[src/rtl/vga_clock_timekeeper.sv]
// vga_clock_timekeeper: 1 Hz time-of-day counter with adjust inputs, alarm FSM and buzzer tone.
module vga_clock_timekeeper #(
   parameter int CLK_HZ      = 31500000,
   parameter int HOUR_MODE   = 12,
   parameter int BUZZ_HZ     = 3150,
   parameter int RING_SECS   = 60,
   parameter int SNOOZE_MINS = 5
) (
   input  logic       clk,
   input  logic       reset_n,
   input  logic       hr_inc,
   input  logic       min_inc,
   input  logic       sec_zero,
   input  logic       al_hr_inc,
   input  logic       al_min_inc,
   input  logic       al_toggle,
   input  logic       snooze,
   output logic [4:0] hours,
   output logic [5:0] minutes,
   output logic [5:0] seconds,
   output logic [4:0] al_hours,
   output logic [5:0] al_minutes,
   output logic       al_on,
   output logic       ringing,
   output logic       buzzer_out,
   output logic       sec_pulse
);
   localparam int PW   = $clog2(CLK_HZ + 1);
   localparam int HALF = (CLK_HZ / (2 * BUZZ_HZ)) < 1 ? 1 : CLK_HZ / (2 * BUZZ_HZ);
   localparam int TW   = $clog2(HALF + 1);
   localparam int RW   = $clog2(RING_SECS + 1);
   localparam int SN   = SNOOZE_MINS * 60;
   localparam int SW   = $clog2(SN + 1);

   typedef enum logic [1:0] {S_IDLE, S_RING, S_SNOOZE} state_t;

   state_t        st_q, st_d;
   logic [PW-1:0] presc_q, presc_d;
   logic [TW-1:0] tone_q, tone_d;
   logic [RW-1:0] rc_q, rc_d;
   logic [SW-1:0] sn_q, sn_d;
   logic [4:0]    hr_q, hr_d, ahr_q, ahr_d;
   logic [5:0]    min_q, min_d, sec_q, sec_d, amin_q, amin_d;
   logic          pulse_q, pulse_d, pend_q, pend_d, al_on_q, al_on_d;
   logic          match_q, match, buz_q, buz_d;
   logic          adj, adv, sec_wrap, min_wrap, hr_wrap, min_step, hr_step;
   logic          ring_stay, tone_wrap;

   // pulse_q mirrors presc_q == CLK_HZ-1, so it doubles as the wrap condition
   assign presc_d  = (sec_zero || pulse_q) ? '0 : presc_q + 1'b1;
   assign pulse_d  = presc_d == PW'(CLK_HZ - 1);
   assign adj      = hr_inc | min_inc | sec_zero;
   assign adv      = !adj && (pulse_q || pend_q);
   assign pend_d   = adj && (pulse_q || pend_q) && !sec_zero;
   assign sec_wrap = sec_q == 6'd59;
   assign min_wrap = min_q == 6'd59;
   assign hr_wrap  = hr_q == 5'(HOUR_MODE - 1);
   assign min_step = min_inc || (adv && sec_wrap);
   assign hr_step  = hr_inc || (adv && sec_wrap && min_wrap);
   assign sec_d    = sec_zero ? '0 : adv ? (sec_wrap ? '0 : sec_q + 1'b1) : sec_q;
   assign min_d    = min_step ? (min_wrap ? '0 : min_q + 1'b1) : min_q;
   assign hr_d     = hr_step ? (hr_wrap ? '0 : hr_q + 1'b1) : hr_q;
   assign ahr_d    = al_hr_inc ? (ahr_q == 5'(HOUR_MODE - 1) ? '0 : ahr_q + 1'b1) : ahr_q;
   assign amin_d   = al_min_inc ? (amin_q == 6'd59 ? '0 : amin_q + 1'b1) : amin_q;
   assign al_on_d  = al_on_q ^ al_toggle;
   assign match    = al_on_q && hr_q == ahr_q && min_q == amin_q && sec_q == '0;

   always_comb begin
      st_d = st_q;
      rc_d = rc_q;
      sn_d = sn_q;
      if (al_toggle)
         st_d = S_IDLE;
      else
         case (st_q)
            S_IDLE:
               if (match && !match_q) begin
                  st_d = S_RING;
                  rc_d = '0;
               end
            S_RING:
               if (snooze) begin
                  st_d = S_SNOOZE;
                  sn_d = SW'(SN);
               end else if (pulse_q) begin
                  rc_d = rc_q + 1'b1;
                  st_d = rc_q == RW'(RING_SECS - 1) ? S_IDLE : S_RING;
               end
            S_SNOOZE:
               if (pulse_q) begin
                  sn_d = sn_q - 1'b1;
                  if (sn_q == SW'(1)) begin
                     st_d = S_RING;
                     rc_d = '0;
                  end
               end
            default: st_d = S_IDLE;
         endcase
   end

   // tone restarts from zero on every entry into RING
   assign ring_stay = st_q == S_RING && st_d == S_RING;
   assign tone_wrap = tone_q == TW'(HALF - 1);
   assign tone_d    = (!ring_stay || tone_wrap) ? '0 : tone_q + 1'b1;
   assign buz_d     = ring_stay && (buz_q ^ tone_wrap);

   always_ff @(posedge clk or negedge reset_n) begin
      if (!reset_n) begin
         st_q    <= S_IDLE;
         presc_q <= '0;
         pulse_q <= 1'b0;
         pend_q  <= 1'b0;
         sec_q   <= '0;
         min_q   <= '0;
         hr_q    <= '0;
         ahr_q   <= '0;
         amin_q  <= '0;
         al_on_q <= 1'b0;
         match_q <= 1'b0;
         rc_q    <= '0;
         sn_q    <= '0;
         tone_q  <= '0;
         buz_q   <= 1'b0;
      end else begin
         st_q    <= st_d;
         presc_q <= presc_d;
         pulse_q <= pulse_d;
         pend_q  <= pend_d;
         sec_q   <= sec_d;
         min_q   <= min_d;
         hr_q    <= hr_d;
         ahr_q   <= ahr_d;
         amin_q  <= amin_d;
         al_on_q <= al_on_d;
         match_q <= match;
         rc_q    <= rc_d;
         sn_q    <= sn_d;
         tone_q  <= tone_d;
         buz_q   <= buz_d;
      end
   end

   assign hours      = hr_q;
   assign minutes    = min_q;
   assign seconds    = sec_q;
   assign al_hours   = ahr_q;
   assign al_minutes = amin_q;
   assign al_on      = al_on_q;
   assign ringing    = st_q == S_RING;
   assign buzzer_out = buz_q;
   assign sec_pulse  = pulse_q;
endmodule

[config.mk]
export PLATFORM = sky130hd
export DESIGN_NAME = vga_clock_timekeeper
export DESIGN_NICKNAME = d
export VERILOG_FILES = /design/src/rtl/vga_clock_timekeeper.sv
export SDC_FILE = /design/constraint.sdc
export NUM_CORES = 1
export LEC_CHECK = 0
export ABC_AREA = 1
export ABC_CLOCK_PERIOD_IN_PS = 3050
export BUFFER_PORTS_ARGS = -buffer_cell sky130_fd_sc_hd__buf_2
export CAP_MARGIN = 10
export CORE_MARGIN = 10
export CORE_UTILIZATION = 65
export DETAILED_ROUTE_END_ITERATION = 6
export GPL_TIMING_DRIVEN = 0
export HOLD_SLACK_MARGIN = 0.02
export PLACE_DENSITY = 0.9
export SLEW_MARGIN = 25
export SYNTH_ARGS = -nofsm -noshare
export SYNTH_HDL_FRONTEND = slang
export SYNTH_SLANG_ARGS = --single-unit
export TNS_END_PERCENT = 50
[constraint.sdc]
create_clock -name clk -period 3.05 [get_ports clk]
set_input_delay 0.61 -clock clk [delete_from_list [all_inputs] [get_ports clk]]
set_output_delay 0.61 -clock clk [all_outputs]
set_load 0.01 [all_outputs]
# Yosys cells after proc, flatten, opt, wreduce, memory -nomap -nowiden
# Index checks and enable logic that the tools add are counted.
# W data, S select, Z words.
totals:
  ff_bits: 88
  inputBits: 9
  elab_cells: 102
classes:
  n_addsub: 9
  n_eq_ne: 20
  n_mux: 26
  n_bitwise: 5
  n_reduce_logical: 27
ops:
  columns: ["operator", "n"]
  rows:
  - ["$mux W6", 10]
  - ["$add A25 B1 Y25 const B", 1]
  - ["$eq A25 B25 Y1 const B", 1]
  - ["$mux W25", 1]
  - ["$add A6 B1 Y6 const B", 4]
  - ["$eq A6 B6 Y1 const B", 4]
  - ["$mux W9", 2]
  - ["$pmux W6 S3", 1]
  - ["$pmux W9 S2", 1]
  - ["$add A13 B1 Y13 const B", 1]
  - ["$eq A13 B13 Y1 const B", 1]
  - ["$mux W13", 1]
  - ["$mux W2", 6]
  - ["$logic_and A1 B1 Y1", 11]
  - ["$add A5 B1 Y5 const B", 2]
  - ["$eq A5 B4 Y1 const B", 2]
  - ["$mux W5", 2]
  - ["$ne A2 B2 Y1 const B", 5]
  - ["$eq A9 B1 Y1 const B", 1]
  - ["$sub A9 B1 Y9 const B", 1]
  - ["$reduce_and A7 Y1", 1]
  - ["$eq A6 B6 Y1", 1]
  - ["$logic_not A6 Y1", 1]
  - ["$pmux W2 S3", 1]
  - ["other kinds (14)", 25]

# Depth between registers and ports, before layout
depth:
  word_depth: 13
  mapped_depth: 12

# Worst setup path before layout
# OpenSTA, ideal clock, no wires.
synth_path:
  kind: "in2reg"
  start: "input sec_zero"
  end: "register min_q[4], in the netlist minutes[4]"
  setup_time_ns: 0.127
  arrival_time_ns: 1.549
  t_required_ns: 2.923
  path_slack_ns: 1.374
  cell_stages: 8
  path_buffers: 0
  cell_sequence: "nor3_2 o21ai_1 nor2_1 nor2_1 inv_1 nand2_1 o21ai_0 a21oi_1"
synth_between:
  elab_chain_cells: 5
synth_rtl:
  columns: ["element", "line_no", "text"]
  rows:
  - ["from (decl)", "13", "input logic sec_zero,"]
  - ["$or A1 B1 Y1", "52", "assign adj = hr_inc | min_inc | sec_zero;"]
  - ["$logic_not A1 Y1", "53", "assign adv = !adj && (pulse_q || pend_q);"]
  - ["$logic_and A1 B1 Y1", "53", null]
  - ["$logic_and A1 B1 Y1", "58", "assign min_step = min_inc || (adv && sec_wrap);"]
  - ["$logic_or A1 B1 Y1", "58", null]
  - ["to (signal assigned)", "130", "min_q <= min_d;"]
  - ["to (decl)", "43", "logic [5:0] min_q, min_d, sec_q, sec_d, amin_q, amin_d;"]
# No other way between the ends.
# A chain may end at the register's enable or synchronous reset.

# Worst setup path in the final report
layout_path:
  start: "register presc_q[0]"
  end: "register pulse_q, in the netlist sec_pulse"
layout_between:
  elab_chain_cells: 3
layout_rtl:
  columns: ["element", "line_no", "text"]
  rows:
  - ["from (decl)", "38", "logic [PW-1:0] presc_q, presc_d;"]
  - ["from (signal assigned)", "126", "presc_q <= presc_d;"]
  - ["$add A25 B1 Y25", "50", "assign presc_d = (sec_zero || pulse_q) ? '0 : presc_q + 1'b1;"]
  - ["$mux W25", "50", null]
  - ["$eq A25 B25 Y1", "51", "assign pulse_d = presc_d == PW'(CLK_HZ - 1);"]
  - ["net pulse_d", "44", "logic pulse_q, pulse_d, pend_q, pend_d, al_on_q, al_on_d;"]
  - ["to (signal assigned)", "127", "pulse_q <= pulse_d;"]
  - ["to (decl)", "44", null]
# The timed path passes the listed nets, and every way through them passes these cells.

==> impl_summary.md <==
Yosys
The number of distinct library cell variants in the gate-level netlist after synthesis is 36. The count of warnings emitted by yosys is 0. After synthesis, the share of flip-flops with an asynchronous set or reset is 1.00. The synthesized design contains 0 enable-type register cells. The number of instances in the synthesized netlist is 687. The fraction of the yosys area taken by sequential cells is 0.431. The synthesized flop and latch total is 88. The netlist area before placement is 0.00511 sq mm.

The post-synthesis average cell area is 7.44 sq um. In the synthesized netlist the dominant register cell turns out to be sky130_fd_sc_hd__dfrtp_1. The post-synthesis net count is 707.

Critical path
Broken down by cell family, the worst path's largest delay share belongs to simple AND/OR/NAND/NOR gates. The depth of the most critical reg-to-reg path is 11. The worst path required time is 3330 ps. The class of the most critical setup path is flip-flop to flip-flop.

The number of buffers and inverters on the critical path is 1. The startpoint kind of the worst setup timing path is a flip-flop. On the worst path, the slowest cell contributes a delay of 400 ps.

The worst flop-to-flop path startpoint is presc_q[0]. In this run the number of cells on the critical path is 11. The arrival time of data at the critical path endpoint is 2190 ps. The worst-case register-to-register setup slack is 1140 ps.

The cell seen most often among critical-path stages is sky130_fd_sc_hd__nand2_1. Traced cell by cell, the critical path runs through ha_1 > nand3_2 > inv_1 > nand2_1 > nor2_2 > nand2_1 > o21ai_1 > nand3_1 > nor2_1 > nand2_1 > nor2_1. The slowest stage cell on the critical path is sky130_fd_sc_hd__dfrtp_1. The capture point of the worst reg-to-reg path is sec_pulse. The biggest fanout along the worst timing path is 5. The kind of capture point of the worst setup path is a flip-flop.

Timing
The number of failing setup endpoints in the final timing report is 0. The hold violation count in the final report is 0. The number of pins with negative max-slew slack in the final report is 0. Summed over all failing endpoints, the final setup total negative slack is 0 ps. The relative slew slack is 0.649.

For this run, the top clock speed supported by timing is 523 MHz. The smallest clock period supported by the final layout is computed as 1910 ps. The setup slack of the critical path after layout is 1140 ps. Across the routed clock network, the largest skew measured is 11.9 ps. The transition time at the pin with the least slew margin is 521 ps. The share of the clock period used by the worst path is 0.627.

Setup repair after global routing left no endpoint under its margin.

Clock network
The H-tree was split into 3 levels. The clock buffer count from CTS is 9. The clock edge transition at the registers on the reported setup and hold paths is 90 ps. The clock latency on the worst-skew pair is 350 ps. In this run, post-CTS repair resized a total of 0 instances. The maximum number of buffers from clock root to sink is 2. The tree is rooted in a sky130_fd_sc_hd__clkbuf_8. The clock net in this run drives a total of 88 sinks. The clock tree from TritonCTS is yes.

The buffers inserted during post-CTS setup optimization is 0. The number of hold buffers added after CTS was 0.

Routing
The number of detailed-route iterations in the first pass is 5. Using the TritonRoute via totals, the vias-per-cell ratio works out to 5.47. For this block, the initial DRC count from the detailed router was 222.

The average wire per cell in the routed design is 13.3 um. The total DRC errors in the routed layout is 0. Detailed routing inserted a total of 4626 vias.

The final antenna-violating net count is 0. Summed over all layers, the routed wires come to 11300 um.

Min path
The worst min-delay path category is input pin to async pin.

Layout
Of the cells placed in the final design, the portion with a size suffix greater than 1 is 0.113. After routing the design area is 0.00566 sq mm. The utilization after layout is 0.736. The finished layout holds 845 standard cells, fillers aside. The net count reported at finish is 758. The layout-stage area growth over the synthesis result is 10.6%. The number of antenna diodes in the final layout is 0.

Die
The die is 109 um tall. The floorplan has 32 rows. The initial utilization of the core area, before any placement, comes to 0.665. The floorplan die width is 109 um. Pin placement for this block handled 41 I/O pins. The floorplan step defined a die boundary enclosing 0.0118 sq mm. The placeable core region is 0.00769 sq mm.

Global route
The first global-routing pass estimated 19400 um of wire. Entering global routing, the biggest net connects 56 pins. Global routing finished with a remaining overflow of 0. The via count of the first global-routing pass is 4396. The initial antenna violation count is 0. Across every metal layer, demand over resource in global routing totals 0.198.

Power
VDD sags by at most 315 uV. The leakage power summed over all cells is 2.82 nW. The ratio of total power to cell area is 564 mW/mm^2.

Placement
In this run the tool buffered the top-level ports with 39 buffer cells. In this run the cell area measured after placement is 0.00547 sq mm. The setup slack at placement is 1010 ps. The placed cell count is 829.

Detailed placement finished with a half-perimeter wire length of 8420 um. The final estimated routing congestion in global placement is 0.965.

Outcome
The flow ran to the end, and the final reports show no timing, DRC or antenna violations.

Flow run
The tool flagged a number of max-cap violations equal to 0.
## cells in the final DEF, fill, tap and decap left out, drive strengths merged, types with 4 or more instances in the layout
cell type | Yosys | routed
a21oi | 25 | 25
o22ai | 4 | 4
nand4 | 15 | 15
xor2 | 12 | 12
ha | 11 | 11
nor2 | 113 | 113
dfrtp | 88 | 88
clkbuf | 1 | 12
nand2 | 159 | 159
nor3 | 20 | 20
o21ai | 33 | 33
nand3 | 64 | 64
xnor2 | 11 | 11
buf | 2 | 42
inv | 111 | 112
## cell type report
class | count | area, sq um
tap | 102 | 128
buffer | 3 | 28.8
sequential | 88 | 2200
timing repair buffer | 40 | 229
clock inverter | 5 | 56.3
clock buffer | 11 | 131
fill | 577 | 2030
multi-input combinational | 484 | 2460
inverter | 112 | 423
## how the worst max path moves through the flow
stage	startpoint	end	slack [ps]
global placement	reset_n	presc_q[21]	660
CTS	presc_q[0]	sec_pulse	1150
floorplan	sec_zero	minutes[4]	1370
global route	presc_q[0]	sec_pulse	860
finish	presc_q[0]	sec_pulse	1140
detailed placement	sec_zero	hours[4]	1010
## cells by family after synthesis
kind of cell             Yosys count  share of synthesized area
AND/OR/NAND/NOR                  381                      0.341
flip-flops                        88                      0.431
buffers and inverters            115                     0.0884
AO/OA/AOI/OAI                     69                     0.0734
adder cells (fa/ha/maj)           11                     0.0269
XOR/XNOR                          23                     0.0394
## worst reg2reg max path, cell delays in order, from the launching register on
cell                      delay, ps
sky130_fd_sc_hd__dfrtp_1        400
sky130_fd_sc_hd__ha_1           230
sky130_fd_sc_hd__nand3_2        130
sky130_fd_sc_hd__inv_1          160
sky130_fd_sc_hd__nand2_1        130
sky130_fd_sc_hd__nor2_2         210
sky130_fd_sc_hd__nand2_1        100
sky130_fd_sc_hd__o21ai_1        140
sky130_fd_sc_hd__nand3_1        100
sky130_fd_sc_hd__nor2_1         110
sky130_fd_sc_hd__nand2_1         60
sky130_fd_sc_hd__nor2_1          70
## cells in the mapped netlist, drive strengths merged, types with 2 or more instances
cell type,count,area (sq um)
nand2,159,597
ha,11,138
o21bai,3,22.5
xnor2,11,96.3
and3,2,12.5
o21ai,33,173
nand3b,3,22.5
nand3,64,325
nor3,20,110
a21oi,25,125
nor4,3,18.8
o22ai,4,25.0
dfrtp,88,2200
nand4,15,100
nor2,113,542
xor2,12,105
inv,111,419
buf,2,25.0
## through the flow
stage | hold slack, ps | total power [mW]
after floorplan | 314 | 2.07
after global placement | 441 | 2.37
after detailed placement | 457 | 2.42
after CTS | 129 | 3.20
after global routing | 130 | 3.40
final | 131 | 3.19
## flip-flops by register name, indices dropped and copies added (netlist names), 5 cells and up
name        flops
tone_q         13
hours           5
seconds         6
presc_q        25
minutes         6
al_minutes      6
sn_q            9
rc_q            6
al_hours        5
## layer usage
layer | wire, um | GRT usage
met1 | 4960 | 0.244
met2 | 5630 | 0.344
met3 | 563 | 0.0372
met4 | 125 | 0.0584
met5 | 0 | 0
## report_power, final
group	leakage, nW	internal (mW)	switching (mW)
combinational	1.57	0.340	0.540
clock	0.0937	0.380	0.413
sequential	1.15	1.31	0.201
(Power assumes the default switching activity.)
